### src/rtl/term_ctrl.sv
// MMIO terminal controller: keyboard bytes are queued into an RX FIFO, CPU
// writes are queued into a TX FIFO that is paced out to the terminal.
module term_ctrl #(
    parameter logic [31:0] BASE_ADDR = 32'hFFFF_0030,
    parameter int          DEPTH     = 8,
    parameter int          TX_GAP    = 2
) (
    input  logic        clk,
    input  logic        rstn,
    input  logic        we,
    input  logic        re,
    input  logic [31:0] addr,
    input  logic [31:0] din,
    output logic [31:0] dout,
    input  logic [15:0] key_data,
    input  logic        key_av,
    output logic        key_en,
    input  logic        term_rdy,
    output logic [7:0]  term_data,
    output logic        term_en
);

    localparam int                PW        = $clog2(DEPTH);
    localparam int                GW        = (TX_GAP > 1) ? $clog2(TX_GAP) : 1;
    localparam logic [3:0]        DEPTH_C   = 4'(DEPTH);
    localparam logic [GW-1:0]     GAP_INIT  = (TX_GAP > 0) ? GW'(TX_GAP - 1) : '0;
    localparam logic [31:0]       STAT_ADDR = BASE_ADDR + 32'd4;

    typedef enum logic [1:0] {K_IDLE, K_ACK, K_WAIT} key_state_e;
    typedef enum logic [1:0] {T_IDLE, T_SEND, T_GAP} tx_state_e;

    key_state_e key_state_q, key_state_d;
    tx_state_e  tx_state_q, tx_state_d;

    logic [7:0]    rx_mem [DEPTH];
    logic [7:0]    tx_mem [DEPTH];
    logic [PW-1:0] rx_wr_q, rx_rd_q, tx_wr_q, tx_rd_q;
    logic [3:0]    rx_cnt_q, tx_cnt_q;
    logic          tx_ovf_q;
    logic [31:0]   dout_q, dout_d;
    logic [7:0]    term_data_q, term_data_d;
    logic [GW-1:0] gap_q, gap_d;

    logic sel_d, sel_s, rd;
    logic rx_push, rx_pop, tx_push_req, tx_push, tx_pop;
    logic rx_nempty, tx_empty, tx_full, tx_go, ovf_set, ovf_clr;
    logic [31:0] status;
    logic unused_bits;

    assign sel_d       = (addr == BASE_ADDR);
    assign sel_s       = (addr == STAT_ADDR);
    assign rd          = re & ~we;
    assign rx_nempty   = (rx_cnt_q != 4'd0);
    assign tx_empty    = (tx_cnt_q == 4'd0);
    assign tx_full     = (tx_cnt_q == DEPTH_C);
    assign tx_go       = ~tx_empty & term_rdy;
    assign rx_push     = (key_state_q == K_ACK);
    assign rx_pop      = rd & sel_d & rx_nempty;
    assign tx_push_req = we & sel_d;
    // A full TX drops the byte even if the pacing FSM frees a slot this cycle.
    assign tx_push     = tx_push_req & ~tx_full;
    assign tx_pop      = (tx_state_q == T_SEND);
    assign ovf_set     = tx_push_req & tx_full;
    assign ovf_clr     = we & sel_s & din[3];
    assign status      = {12'b0, tx_cnt_q, 4'b0, rx_cnt_q, 4'b0,
                          tx_ovf_q, tx_empty, tx_full, rx_nempty};
    assign unused_bits = ^{key_data[15:8], din[31:8]};

    assign dout      = dout_q;
    assign term_data = term_data_q;

    always_ff @(posedge clk) begin
        if (rx_push) rx_mem[rx_wr_q] <= key_data[7:0];
        if (tx_push) tx_mem[tx_wr_q] <= din[7:0];
    end

    always_comb begin
        dout_d = '0;
        if (rd && sel_d && rx_nempty) dout_d = {24'b0, rx_mem[rx_rd_q]};
        else if (rd && sel_s)         dout_d = status;
    end

    always_comb begin
        key_state_d = key_state_q;
        key_en      = 1'b0;
        case (key_state_q)
            K_IDLE: if (key_av && (rx_cnt_q < DEPTH_C)) key_state_d = K_ACK;
            K_ACK: begin
                key_en      = 1'b1;
                key_state_d = K_WAIT;
            end
            K_WAIT:  key_state_d = K_IDLE;
            default: key_state_d = K_IDLE;
        endcase
    end

    // The last gap cycle may launch the next byte directly, so pulses sit
    // TX_GAP+1 cycles apart.
    always_comb begin
        tx_state_d  = tx_state_q;
        gap_d       = gap_q;
        term_en     = 1'b0;
        term_data_d = term_data_q;
        case (tx_state_q)
            T_IDLE: if (tx_go) tx_state_d = T_SEND;
            T_SEND: begin
                term_en = 1'b1;
                if (TX_GAP > 0) begin
                    tx_state_d = T_GAP;
                    gap_d      = GAP_INIT;
                end else begin
                    tx_state_d = T_IDLE;
                end
            end
            T_GAP: begin
                if (gap_q == '0) tx_state_d = tx_go ? T_SEND : T_IDLE;
                else             gap_d      = gap_q - GW'(1);
            end
            default: tx_state_d = T_IDLE;
        endcase
        if (tx_state_q != T_SEND && tx_state_d == T_SEND) term_data_d = tx_mem[tx_rd_q];
    end

    always_ff @(posedge clk or negedge rstn) begin
        if (!rstn) begin
            key_state_q <= K_IDLE;
            tx_state_q  <= T_IDLE;
            rx_wr_q     <= '0;
            rx_rd_q     <= '0;
            tx_wr_q     <= '0;
            tx_rd_q     <= '0;
            rx_cnt_q    <= '0;
            tx_cnt_q    <= '0;
            tx_ovf_q    <= 1'b0;
            dout_q      <= '0;
            term_data_q <= '0;
            gap_q       <= '0;
        end else begin
            key_state_q <= key_state_d;
            tx_state_q  <= tx_state_d;
            dout_q      <= dout_d;
            term_data_q <= term_data_d;
            gap_q       <= gap_d;
            if (rx_push) rx_wr_q <= rx_wr_q + PW'(1);
            if (rx_pop)  rx_rd_q <= rx_rd_q + PW'(1);
            if (tx_push) tx_wr_q <= tx_wr_q + PW'(1);
            if (tx_pop)  tx_rd_q <= tx_rd_q + PW'(1);
            rx_cnt_q <= rx_cnt_q + {3'b0, rx_push} - {3'b0, rx_pop};
            tx_cnt_q <= tx_cnt_q + {3'b0, tx_push} - {3'b0, tx_pop};
            if (ovf_set)      tx_ovf_q <= 1'b1;
            else if (ovf_clr) tx_ovf_q <= 1'b0;
        end
    end

endmodule
### config.mk
export PLATFORM = sky130hd
export DESIGN_NAME = term_ctrl
export DESIGN_NICKNAME = d
export VERILOG_FILES = /design/src/rtl/term_ctrl.sv
export SDC_FILE = /design/constraint.sdc
export NUM_CORES = 1
export LEC_CHECK = 0
export CAP_MARGIN = 30
export CORE_UTILIZATION = 35
export DETAILED_ROUTE_END_ITERATION = 16
export GPL_TIMING_DRIVEN = 0
export PLACE_DENSITY = 0.56
export SLEW_MARGIN = 20
export SYNTH_ARGS = -nofsm -noshare
export SYNTH_HDL_FRONTEND = slang
export SYNTH_SLANG_ARGS = --single-unit
export TNS_END_PERCENT = 50
### constraint.sdc
create_clock -name clk -period 4.5 [get_ports clk]
set_input_delay 0.45 -clock clk [delete_from_list [all_inputs] [get_ports clk]]
set_output_delay 0.45 -clock clk [all_outputs]
set_load 0.1 [all_outputs]
==> flow_summary_export.csv <==
group,metric,value,unit
finish,design_area,0.00917,sq mm
setup_path,slowest_delay,0.76,ns
logic_synthesis,yosys_warnings,0,
floorplanning,start_util,0.359,
grt,grt_usage,0.152,
logic_synthesis,yosysSeqAreaShare,0.699,
clocking,cts_buffers,17,
place,place_congestion,0.738,
clocking,cts_max_path_buffers,2,
grt,grt_max_degree,51,
setup_path,r2r-end,"tx_cnt_q[2]",
logic_synthesis,post-synth-top-area-cell,"edfxtp_1",
timing,fin_crit_sh,0.720,
clocking,cts.clk_slew.worst_paths,0.07,ns
logic_synthesis,synthArstFlopShare,0.281,
clocking,htree_num_levels,4,
run_status,status,"finished, final reports clean",
setup_path,worstPathRequired,4.81,ns
setup_path,path_max_fanout,10,
floorplanning,die_x,146,um
place,numPortBuffers,79,
route,wl_per_cell,18.6,um
finish,seq_area,0.00509,sq mm
route,via_count,3941,
finish,antennaDiodeCount,0,
clocking,postCtsHoldBufs,0,
grt,overflow,0,
min_path,hp-class,"in2async",
logic_synthesis,synth_top_area_share,0.527,
logic_synthesis,synthCells,409,
timing,max_freq,0.309,GHz
setup_path,criticalPathCategory,"in2reg",
finish,drive_gt1_frac,0.234,
logic_synthesis,synth_area,0.00729,sq mm
logic_synthesis,synth.most_common_cell,"edfxtp_1",
setup_path,critPathCapture,"rx_cnt_q[2]",
setup_path,reg2reg_from,"tx_cnt_q[2]",
setup_path,worstSetupStartpointType,"input port",
clocking,clkLatencyLatePin,0.43,ns
setup_path,crit_arrival,3.55,ns
grt,grt_pass1_wl,23.9,mm
timing,worst_slew_pin_slew,0.983,ns
grt,first_global_vias,4217,
power,power_density,506,mW/mm^2
setup_path,ff2ff_path_depth,11,
finish,fillers,1792,
power,p_leak,3.29,nW
timing,hold_violations,0,
finish,area_growth,25.8,%
route,ant_nets,0,
timing,drv_slew,0,
clocking,postCtsSetupBuffers,0,
timing,min_period,3.24,ns
logic_synthesis,synth_cell_types,45,
logic_synthesis,syn_avg_cell_area,17.8,sq um
route,drc,0,
timing,skew,0.0162,ns
place,place_area,0.00859,sq mm
timing,setup_tns,0,ns
route,drt_wl_total,15.1,mm
logic_synthesis,synth_common_cells,"edfxtp_1 (128), dfrtp_1 (50), mux4_2 (32), mux2_2 (20), ha_1 (18)",
floorplanning,core_area,0.0203,sq mm
logic_synthesis,synth.area.top_cells,"edfxtp_1 (53%), dfrtp_1 (17%), mux4_2 (9.9%)",
floorplanning,fp-row-count,52,
logic_synthesis,ys_seq_elements,178,
power,peakVddDrop,0.254,mV
logic_synthesis,synthFlopType,"edfxtp_1",
floorplanning,dieHeight,146,um
setup_path,crit_path_start,"addr[22]",
setup_path,cp_common_cell,"xnor2_1",
setup_path,end_kind,"flop",
clocking,cts_tree,"yes",
logic_synthesis,synth_edf_count,128,
route,dr.pass1.iters,4,
floorplanning,num_io_pins,128,
route,via_per_inst,4.83,
timing,rsz0062_at_grt,"no",
floorplanning,dieArea,0.0214,sq mm
timing,slew_headroom,0.343,
power,fin_total_pwr,4.64,mW
flow_run,cap_violations,0,
grt,antenna_found_initial,0,
setup_path,cp_cell_sequence,"clkdlybuf4s50_1, nand4_1, nor4_1, nand4b_1, clkbuf_1, xnor2_1, ha_1, inv_1, fa_1, xnor2_1",
clocking,cts_root_buf,"clkbuf_16",
timing,whs,0.0783,ns
clocking,clock-sinks,178,
route,drt_iter0_markers,203,
clocking,cts_resized,0,
finish,multi_input_area,0.00207,sq mm
finish,finish.utilization,0.452,
finish,finalNetCount,639,
setup_path,r2r_slack,1.79,ns
setup_path,cp_slowest_cell,"nor4_1",
timing,setup_viol_count_final,0,
place,dp_hpwl,10.3,mm
cell usage in the layout (no fill, tap or decap), types with 6 or more instances in the layout:
master / Yosys / final
buf_4: 16 / 28
edfxtp_1: 128 / 128
nand2b_1: 7 / 7
nand2_1: 8 / 8
dfrtp_1: 50 / 50
nor3_2: 0 / 8
mux4_2: 32 / 32
inv_1: 14 / 14
ha_1: 18 / 18
mux2_2: 20 / 20
nor2_1: 13 / 13
nor3_1: 15 / 7
clkbuf_1: 7 / 10
mux2i_1: 7 / 7
clkbuf_16: 0 / 17
xnor2_1: 8 / 8
clkdlybuf4s50_1: 0 / 78
a21oi_1: 6 / 6
conb_1: 1 / 16
cells by family after synthesis:
family,count (synthesis),share of synthesized area
AO/OA/AOI/OAI,17,0.0161
XOR/XNOR,13,0.0156
adder cells (fa/ha/maj),20,0.0364
buffers and inverters,44,0.0326
flip-flops,178,0.699
multiplexers,59,0.139
other,1,0.000514
AND/OR/NAND/NOR,77,0.0609
worst min-delay path by stage:
stage / cells after the start / to
2_1_floorplan: 0 / dout[0]
6_report: 1 / term_data[0]
4_1_cts: 1 / term_data[0]
5_1_grt: 1 / term_data[4]
3_3_place_gp: 1 / key_state_q[0]
3_5_place_dp: 1 / key_state_q[0]
metal layers:
layer | global-route usage | share of wire | up-vias | wire length, um
met5 | 0 | 0 | - | 0
met4 | 0.0438 | 0.013 | 0 | 198
met3 | 0.0438 | 0.046 | 11 | 699
met2 | 0.257 | 0.52 | 116 | 7820
met1 | 0.191 | 0.42 | 2015 | 6430
li1 | - | - | 1799 | -
stage by stage:
step                      worst slack [ns]  cells
after global routing                  1.03    816
after CTS                             1.29    813
after global placement               0.298    773
after floorplan                       1.53    424
final                                 1.26    816
after detailed placement             0.866    781
power by group:
| part | total, mW | internal (mW) | switching, mW |
|---|---|---|---|
| combinational | 1.29 | 0.502 | 0.784 |
| clock | 1.42 | 0.777 | 0.639 |
| sequential | 1.94 | 1.87 | 0.0696 |
registers in the layout, summed over array words and instances (netlist names):
register / flops
term_data: 8
dout: 16
rx_cnt_q: 4
gap_q: 1
tx_wr_q: 3
tx_mem: 64
key_state_q: 2
tx_state_q: 2
tx_cnt_q: 4
rx_wr_q: 3
tx_ovf_q: 1
rx_rd_q: 3
tx_rd_q: 3
rx_mem: 64
layout make-up:
type / instances / share of cell area
sequential: 178 / 0.556
multi-input combinational: 202 / 0.226
timing repair buffer: 90 / 0.0950
clock buffer: 20 / 0.0476
tap: 270 / 0.0368
buffer: 30 / 0.0202
clock inverter: 12 / 0.0135
inverter: 14 / 0.00573
worst max-delay path: cells and delay by family:
family	cells	cell delay (ns)
XOR/XNOR	2	0.43
adder cells (fa/ha/maj)	2	0.59
buffers and inverters	3	0.90
AND/OR/NAND/NOR	3	1.18
Power figures use the tool's default switching activity.
